File: src/rtl/ram_if_pkg.sv
// ---------------------------------------------------------------------------
// ram_if_pkg: shared widths, word layouts and arbiter state encoding for the SKI RAM port.
// Revision: 1.0
// ---------------------------------------------------------------------------
`default_nettype none

package ram_if_pkg;

  localparam int PTR_W  = 30;
  localparam int DATA_W = 64;

  // Request word {valid, write, ptr, data}; status word {valid, err, data}
  localparam int REQ_W         = 2 + PTR_W + DATA_W;
  localparam int RSP_W         = 2 + DATA_W;
  localparam int REQ_VALID_BIT = REQ_W - 1;
  localparam int REQ_WRITE_BIT = REQ_W - 2;
  localparam int REQ_PTR_MSB   = DATA_W + PTR_W - 1;
  localparam int REQ_PTR_LSB   = DATA_W;
  localparam int REQ_DATA_MSB  = DATA_W - 1;
  localparam int REQ_DATA_LSB  = 0;
  localparam int RSP_VALID_BIT = RSP_W - 1;
  localparam int RSP_ERR_BIT   = RSP_W - 2;

  typedef enum logic [1:0] {
    ST_IDLE  = 2'b00,
    ST_ISSUE = 2'b01,
    ST_WAIT  = 2'b10
  } state_t;

endpackage

`default_nettype wire

File: src/rtl/rr_arbiter2.sv
// ---------------------------------------------------------------------------
// rr_arbiter2: two-way round-robin grant; a lone requester always wins.
// Revision: 1.0
// ---------------------------------------------------------------------------
`default_nettype none

module rr_arbiter2 (
  input  logic [1:0] i_valid,
  input  logic       i_last_grant,
  output logic       o_any,
  output logic       o_grant
);

  assign o_any   = |i_valid;
  assign o_grant = (&i_valid) ? ~i_last_grant : i_valid[1];

endmodule

`default_nettype wire

File: src/rtl/ram_port_arbiter.sv
// ---------------------------------------------------------------------------
// ram_port_arbiter: shares the single RAM port between CPU (port 0) and loader (port 1).
// Revision: 1.0
// ---------------------------------------------------------------------------
`default_nettype none

module ram_port_arbiter #(
  parameter int PTR_W          = ram_if_pkg::PTR_W,
  parameter int DATA_W         = ram_if_pkg::DATA_W,
  parameter int TIMEOUT_CYCLES = 255
) (
  input  logic                      system1000,
  input  logic                      system1000_rst,
  input  logic                      req0_valid,
  input  logic                      req0_write,
  input  logic [PTR_W-1:0]          req0_ptr,
  input  logic [DATA_W-1:0]         req0_data,
  output logic                      req0_ready,
  output logic                      rsp0_valid,
  output logic                      rsp0_err,
  output logic [DATA_W-1:0]         rsp0_data,
  input  logic                      req1_valid,
  input  logic                      req1_write,
  input  logic [PTR_W-1:0]          req1_ptr,
  input  logic [DATA_W-1:0]         req1_data,
  output logic                      req1_ready,
  output logic                      rsp1_valid,
  output logic                      rsp1_err,
  output logic [DATA_W-1:0]         rsp1_data,
  output logic [2+PTR_W+DATA_W-1:0] ram_req_o,
  input  logic [2+DATA_W-1:0]       ram_rsp_i,
  output logic                      busy_o,
  output logic                      stray_o,
  output logic [7:0]                timeouts_o
);

  import ram_if_pkg::*;

  localparam logic [15:0] TIMER_LAST = 16'(TIMEOUT_CYCLES - 1);

  state_t                      r_state;
  state_t                      w_state_next;
  logic                        r_owner;
  logic                        r_last_grant;
  logic                        r_write;
  logic [2+PTR_W+DATA_W-1:0]   r_ram_req;
  logic [15:0]                 r_timer;
  logic                        r_rsp0_valid;
  logic                        r_rsp0_err;
  logic [DATA_W-1:0]           r_rsp0_data;
  logic                        r_rsp1_valid;
  logic                        r_rsp1_err;
  logic [DATA_W-1:0]           r_rsp1_data;
  logic                        r_stray;
  logic [7:0]                  r_timeouts;

  logic                        w_any;
  logic                        w_grant;
  logic                        w_accept;
  logic                        w_grant_write;
  logic [PTR_W-1:0]            w_grant_ptr;
  logic [DATA_W-1:0]           w_grant_data;
  logic                        w_rsp_valid;
  logic                        w_rsp_err;
  logic [DATA_W-1:0]           w_rsp_data;
  logic                        w_timeout;
  logic                        w_done;
  logic                        w_out_err;
  logic [DATA_W-1:0]           w_out_data;

  rr_arbiter2 u_rr (
    .i_valid      ({req1_valid, req0_valid}),
    .i_last_grant (r_last_grant),
    .o_any        (w_any),
    .o_grant      (w_grant)
  );

  assign w_accept      = (r_state == ST_IDLE) && w_any;
  assign req0_ready    = w_accept && !w_grant;
  assign req1_ready    = w_accept && w_grant;
  assign w_grant_write = w_grant ? req1_write : req0_write;
  assign w_grant_ptr   = w_grant ? req1_ptr   : req0_ptr;
  assign w_grant_data  = w_grant ? req1_data  : req0_data;

  assign w_rsp_valid = ram_rsp_i[DATA_W+1];
  assign w_rsp_err   = ram_rsp_i[DATA_W];
  assign w_rsp_data  = ram_rsp_i[DATA_W-1:0];

  // A RAM answer in the final wait cycle beats the timeout
  assign w_timeout  = (r_timer == TIMER_LAST);
  assign w_done     = (r_state == ST_WAIT) && (w_rsp_valid || w_timeout);
  assign w_out_err  = w_rsp_valid ? w_rsp_err : 1'b1;
  assign w_out_data = (w_rsp_valid && !r_write) ? w_rsp_data : '0;

  always_comb begin
    w_state_next = r_state;
    case (r_state)
      ST_IDLE:  if (w_accept) w_state_next = ST_ISSUE;
      ST_ISSUE: w_state_next = ST_WAIT;
      ST_WAIT:  if (w_done) w_state_next = ST_IDLE;
      default:  w_state_next = ST_IDLE;
    endcase
  end

  always_ff @(posedge system1000 or posedge system1000_rst) begin
    if (system1000_rst) begin
      r_state      <= ST_IDLE;
      r_owner      <= 1'b0;
      r_last_grant <= 1'b1;
      r_write      <= 1'b0;
      r_ram_req    <= '0;
      r_timer      <= '0;
      r_rsp0_valid <= 1'b0;
      r_rsp0_err   <= 1'b0;
      r_rsp0_data  <= '0;
      r_rsp1_valid <= 1'b0;
      r_rsp1_err   <= 1'b0;
      r_rsp1_data  <= '0;
      r_stray      <= 1'b0;
      r_timeouts   <= '0;
    end else begin
      r_state      <= w_state_next;
      r_ram_req    <= '0;
      r_rsp0_valid <= 1'b0;
      r_rsp1_valid <= 1'b0;

      if (w_accept) begin
        r_owner      <= w_grant;
        r_last_grant <= w_grant;
        r_write      <= w_grant_write;
        r_ram_req    <= {1'b1, w_grant_write, w_grant_ptr, w_grant_data};
      end

      if (r_state == ST_ISSUE) begin
        r_timer <= '0;
      end else if (r_state == ST_WAIT) begin
        r_timer <= r_timer + 16'd1;
      end

      if (w_rsp_valid && (r_state != ST_WAIT)) begin
        r_stray <= 1'b1;
      end

      if (w_done) begin
        if (r_owner) begin
          r_rsp1_valid <= 1'b1;
          r_rsp1_err   <= w_out_err;
          r_rsp1_data  <= w_out_data;
        end else begin
          r_rsp0_valid <= 1'b1;
          r_rsp0_err   <= w_out_err;
          r_rsp0_data  <= w_out_data;
        end
        if (!w_rsp_valid && (r_timeouts != 8'hFF)) begin
          r_timeouts <= r_timeouts + 8'd1;
        end
      end
    end
  end

  assign ram_req_o  = r_ram_req;
  assign rsp0_valid = r_rsp0_valid;
  assign rsp0_err   = r_rsp0_err;
  assign rsp0_data  = r_rsp0_data;
  assign rsp1_valid = r_rsp1_valid;
  assign rsp1_err   = r_rsp1_err;
  assign rsp1_data  = r_rsp1_data;
  assign busy_o     = (r_state != ST_IDLE);
  assign stray_o    = r_stray;
  assign timeouts_o = r_timeouts;

endmodule

`default_nettype wire

File: config.mk
export PLATFORM = sky130hd
export DESIGN_NAME = ram_port_arbiter
export DESIGN_NICKNAME = d
export VERILOG_FILES = /design/src/rtl/ram_if_pkg.sv /design/src/rtl/rr_arbiter2.sv /design/src/rtl/ram_port_arbiter.sv
export SDC_FILE = /design/constraint.sdc
export NUM_CORES = 1
export LEC_CHECK = 0
export ABC_AREA = 0
export CORE_AREA = 5 5 190 192
export DETAILED_ROUTE_END_ITERATION = 12
export DIE_AREA = 0 0 195 197
export PLACE_DENSITY_LB_ADDON = 0.15
export SYNTH_ARGS = -nofsm -noshare
export SYNTH_HDL_FRONTEND = slang
export SYNTH_SLANG_ARGS = --single-unit
File: constraint.sdc
create_clock -name system1000 -period 18.8 [get_ports system1000]
set_clock_uncertainty 0.05 [all_clocks]
set_input_delay 3.76 -clock system1000 [delete_from_list [all_inputs] [get_ports system1000]]
set_output_delay 3.76 -clock system1000 [all_outputs]
set_load 0.02 [all_outputs]
==> impl_metrics.env <==
export IMPL_cts_post_setup_buffers_inserted=0
export IMPL_worst_skew_pair_late_latency_ps=540
export IMPL_route_detailed_vias_per_inst=4.79
export IMPL_number_of_flops_mapped_to_enable_cells_by_yosys=0
export IMPL_most_frequent_cells_after_synthesis="257 x sky130_fd_sc_hd__dfrtp_1, 223 x sky130_fd_sc_hd__a22o_1, 22 x sky130_fd_sc_hd__clkbuf_1"
export IMPL_dpl_wire_length_um=27000
export IMPL_final_min_period_over_clock_period=0.527
export IMPL_power_per_cell_area_mw_per_mm2=156
export IMPL_dp_cells=1582
export IMPL_layout_area_seq_mm2=0.00646
export IMPL_synth_top_area_share=0.670
export IMPL_timing_critical_path_depth=4
export IMPL_p_switching_uw=857
export IMPL_placementRows=68
export IMPL_nets=1426
export IMPL_start_util=0.281
export IMPL_clock_tree_from_tritoncts="yes"
export IMPL_synthToLayoutAreaGrowth_pct=67.5
export IMPL_place_gp_congestion=0.825
export IMPL_grt_util_all_layers=0.181
export IMPL_drt_initial_drc_count=362
export IMPL_power_share_combinational=0.414
export IMPL_detail_route_wl_per_cell_um=22.5
export IMPL_drc_errors_left=0
export IMPL_startpoint_type="input pin"
export IMPL_synth_area_per_cell_um2=14.4
export IMPL_power_ir_vdd_worst_mv=0.0791
export IMPL_final_fill_count=3145
export IMPL_clock_path_buffers=3
export IMPL_power_internal_mw=1.65
export IMPL_number_of_slew_limit_violations_in_the_final_report=0
export IMPL_synth_yosys_seq_area_share=0.672
export IMPL_numClockSinks=258
export IMPL_ys_warns=0
export IMPL_finalWorstPathRequiredPeriod_ps=9910
export IMPL_number_of_detailed_routing_iterations_run_before_antenna_repair=7
export IMPL_filler_free_cell_count_of_the_finished_design=1639
export IMPL_worst_slew_pin_transition_ps=1100
export IMPL_timing_max_slew_rel_slack=0.264
export IMPL_antenna_violating_nets_post_route=0
export IMPL_maximum_number_of_pins_on_one_net_before_global_route_repair=120
export IMPL_p_leak_nw=7.05
export IMPL_final_layout_size_suffix_gt1_frac=0.0668
export IMPL_synth_largest_area_cell="sky130_fd_sc_hd__dfrtp_1"
export IMPL_critical_path_top_cell_by_count="sky130_fd_sc_hd__clkdlybuf4s50_1"
export IMPL_rsz_0062_raised_after_global_routing="false"
export IMPL_core_mm2=0.0342
export IMPL_timing_critical_path_to_type="output pin"
export IMPL_crit_fanout=42
export IMPL_mappedNetlistNets=934
export IMPL_timing_setup_tns_ps=0
export IMPL_synthesis_instances=668
export IMPL_fp_dieArea_mm2=0.0384
export IMPL_reg2regPathDepth=6
export IMPL_cts_hold_buffers=0
export IMPL_switching_share=0.342
export IMPL_critical_path_top_delay_family="buffers and inverters"
export IMPL_worstSetupPathType="in2out"
export IMPL_io_pins=500
export IMPL_io_buffers=499
export IMPL_clkSlewWorstSetupHoldPaths_ps=60
export IMPL_area_used_by_multi_input_combinational_logic_mm2=0.00286
export IMPL_seqPwrFrac=0.337
export IMPL_grt_pass1_vias=8346
export IMPL_ys_flop_type="sky130_fd_sc_hd__dfrtp_1"
export IMPL_post_synth_num_cell_types=47
export IMPL_grt_first_pass_wirelength_um=54100
export IMPL_dr_total_vias=7847
export IMPL_holdCritPathClass="reg2reg"
export IMPL_setup_viol=0
export IMPL_ys_top_cells_by_area="sky130_fd_sc_hd__dfrtp_1 67%, sky130_fd_sc_hd__a22o_1 20%, sky130_fd_sc_hd__buf_6 1.4%"
export IMPL_ys_async_sr_fraction=1.00
export IMPL_cts_made_buffers=31
export IMPL_fmaxAchievable_mhz=101
export IMPL_htree_levels=1
export IMPL_outcome="finished clean"
export IMPL_worstPathArrival_ps=6100
export IMPL_number_of_buffer_and_inverter_instances_along_the_worst_setup_path=2
export IMPL_die_width_um=195
export IMPL_antenna_found_initial=6
export IMPL_chipHeight_um=197
export IMPL_hold_path_cell_count=1
export IMPL_globalRoute_totalOverflow=0
export IMPL_yosys_cell_count_top_type="sky130_fd_sc_hd__dfrtp_1"
export IMPL_cp_slowest_stage_delay_ps=840
export IMPL_yosys_register_bits=258
export IMPL_wirelength_um=37000
export IMPL_clockRootBuffer="sky130_fd_sc_hd__clkbuf_16"
export IMPL_quantity_of_gates_resized_following_cts=0
export IMPL_cap_viol_max_count=0
export IMPL_synth_area_mm2=0.00960
export IMPL_cp_slowest_cell="sky130_fd_sc_hd__a21oi_4"
export IMPL_crit_path_cell_trace="clkdlybuf4s50_1 -> nand2_1 -> a21oi_4 -> clkdlybuf4s50_1"
export IMPL_timing_hold_violations_final=0
export IMPL_worstPathRequired_ps=14990
export IMPL_p_clk_frac=0.249
[layout make-up]
cell class                      instances  area share
Inverter                               15     0.00397
Clock inverter                         18      0.0138
Timing Repair Buffer                  508       0.315
Clock buffer                           37      0.0527
Antenna cell                            2    0.000311
Sequential cell                       258       0.401
Tap cell                              455      0.0354
Multi-Input combinational cell        346       0.178
[worst paths after layout]
| kind | to | start | slack [ps] |
|---|---|---|---|
| hold / removal | stray_o$_DFFE_PP0P_ | stray_o$_DFFE_PP0P_ | 430 |
| setup reg to reg | ram_req_o[66]$_DFF_PP0_ | r_state[0]$_DFFE_PP0P_ | 15940 |
| min in group asynchronous | timeouts_o[7]$_DFFE_PP0P_ | system1000_rst | 3750 |
| hold reg to reg | stray_o$_DFFE_PP0P_ | stray_o$_DFFE_PP0P_ | 430 |
| max in group asynchronous | rsp1_data[21]$_DFFE_PP0P_ | system1000_rst | 13390 |
| setup / recovery | req1_ready | req1_valid | 8890 |
[power groups by stage]
stage               combinational [mW]  sequential [mW]  clock (mW)
finish                            1.04            0.844       0.625
global route                      1.09            0.868       0.664
CTS                               1.05            0.846       0.645
detailed placement                1.04            0.854           0
global placement                  1.05            0.848           0
floorplan                        0.284             1.07           0
[state kept, by name, summed over array words and instances, names as in the netlist]
signal,flops
rsp1_err,1
r_owner,1
r_last_grant,1
rsp0_data,64
r_state,2
rsp1_data,64
r_write,1
rsp1_valid,1
rsp0_err,1
rsp0_valid,1
ram_req_o,96
timeouts_o,8
r_timer,16
stray_o,1
[cells by family after synthesis]
group	share of synthesized area
fa+ha+maj	0.00782
mux	0.00456
flops	0.672
simple gates	0.0421
compound gates	0.225
buf+inv	0.0353
xor+xnor	0.0128
[worst reg2reg max path, stage by stage (launching register included)]
cell and delay [ps]:
sky130_fd_sc_hd__dfrtp_1 380, sky130_fd_sc_hd__inv_1 100, sky130_fd_sc_hd__ha_1 270, sky130_fd_sc_hd__nand2_1 120, sky130_fd_sc_hd__a21oi_4 840, sky130_fd_sc_hd__buf_4 730, sky130_fd_sc_hd__a22o_1 310
[layer usage]
layer  global-route usage  vias up  share of wire
li1                     -     3537              -
met3               0.0675       51          0.095
met4               0.0450        6          0.022
met2                0.306      359           0.49
met5                    0        -        0.00089
met1                0.222     3894           0.39
[cells in the final DEF (no fill, tap or decap), drive strengths merged, types with 9 or more instances in the layout]
master,Yosys,layout
clkdlybuf4s50,0,499
dfrtp,257,257
a22o,223,223
clkbuf,22,37
inv,15,17
nor2,13,13
nand2,11,11
clkinv,0,11
nand3,9,9
xor2,9,9
buf,27,9
o21ai,9,9
[through the flow]
stage          setup WS (ps)  power, mW  hold slack (ps)  cell area, µm²  utilization
2_1_floorplan           7890       1.35              451            9600            -
3_3_place_gp            8890       1.89              411           15000        0.439
6_report                8890       2.50              432           16100        0.470
5_1_grt                 8730       2.63              448           16100        0.470
4_1_cts                 8880       2.54              431           16100        0.470
3_5_place_dp            8880       1.90              418           15000        0.439
No activity file was read; power rests on OpenSTA's default activity.
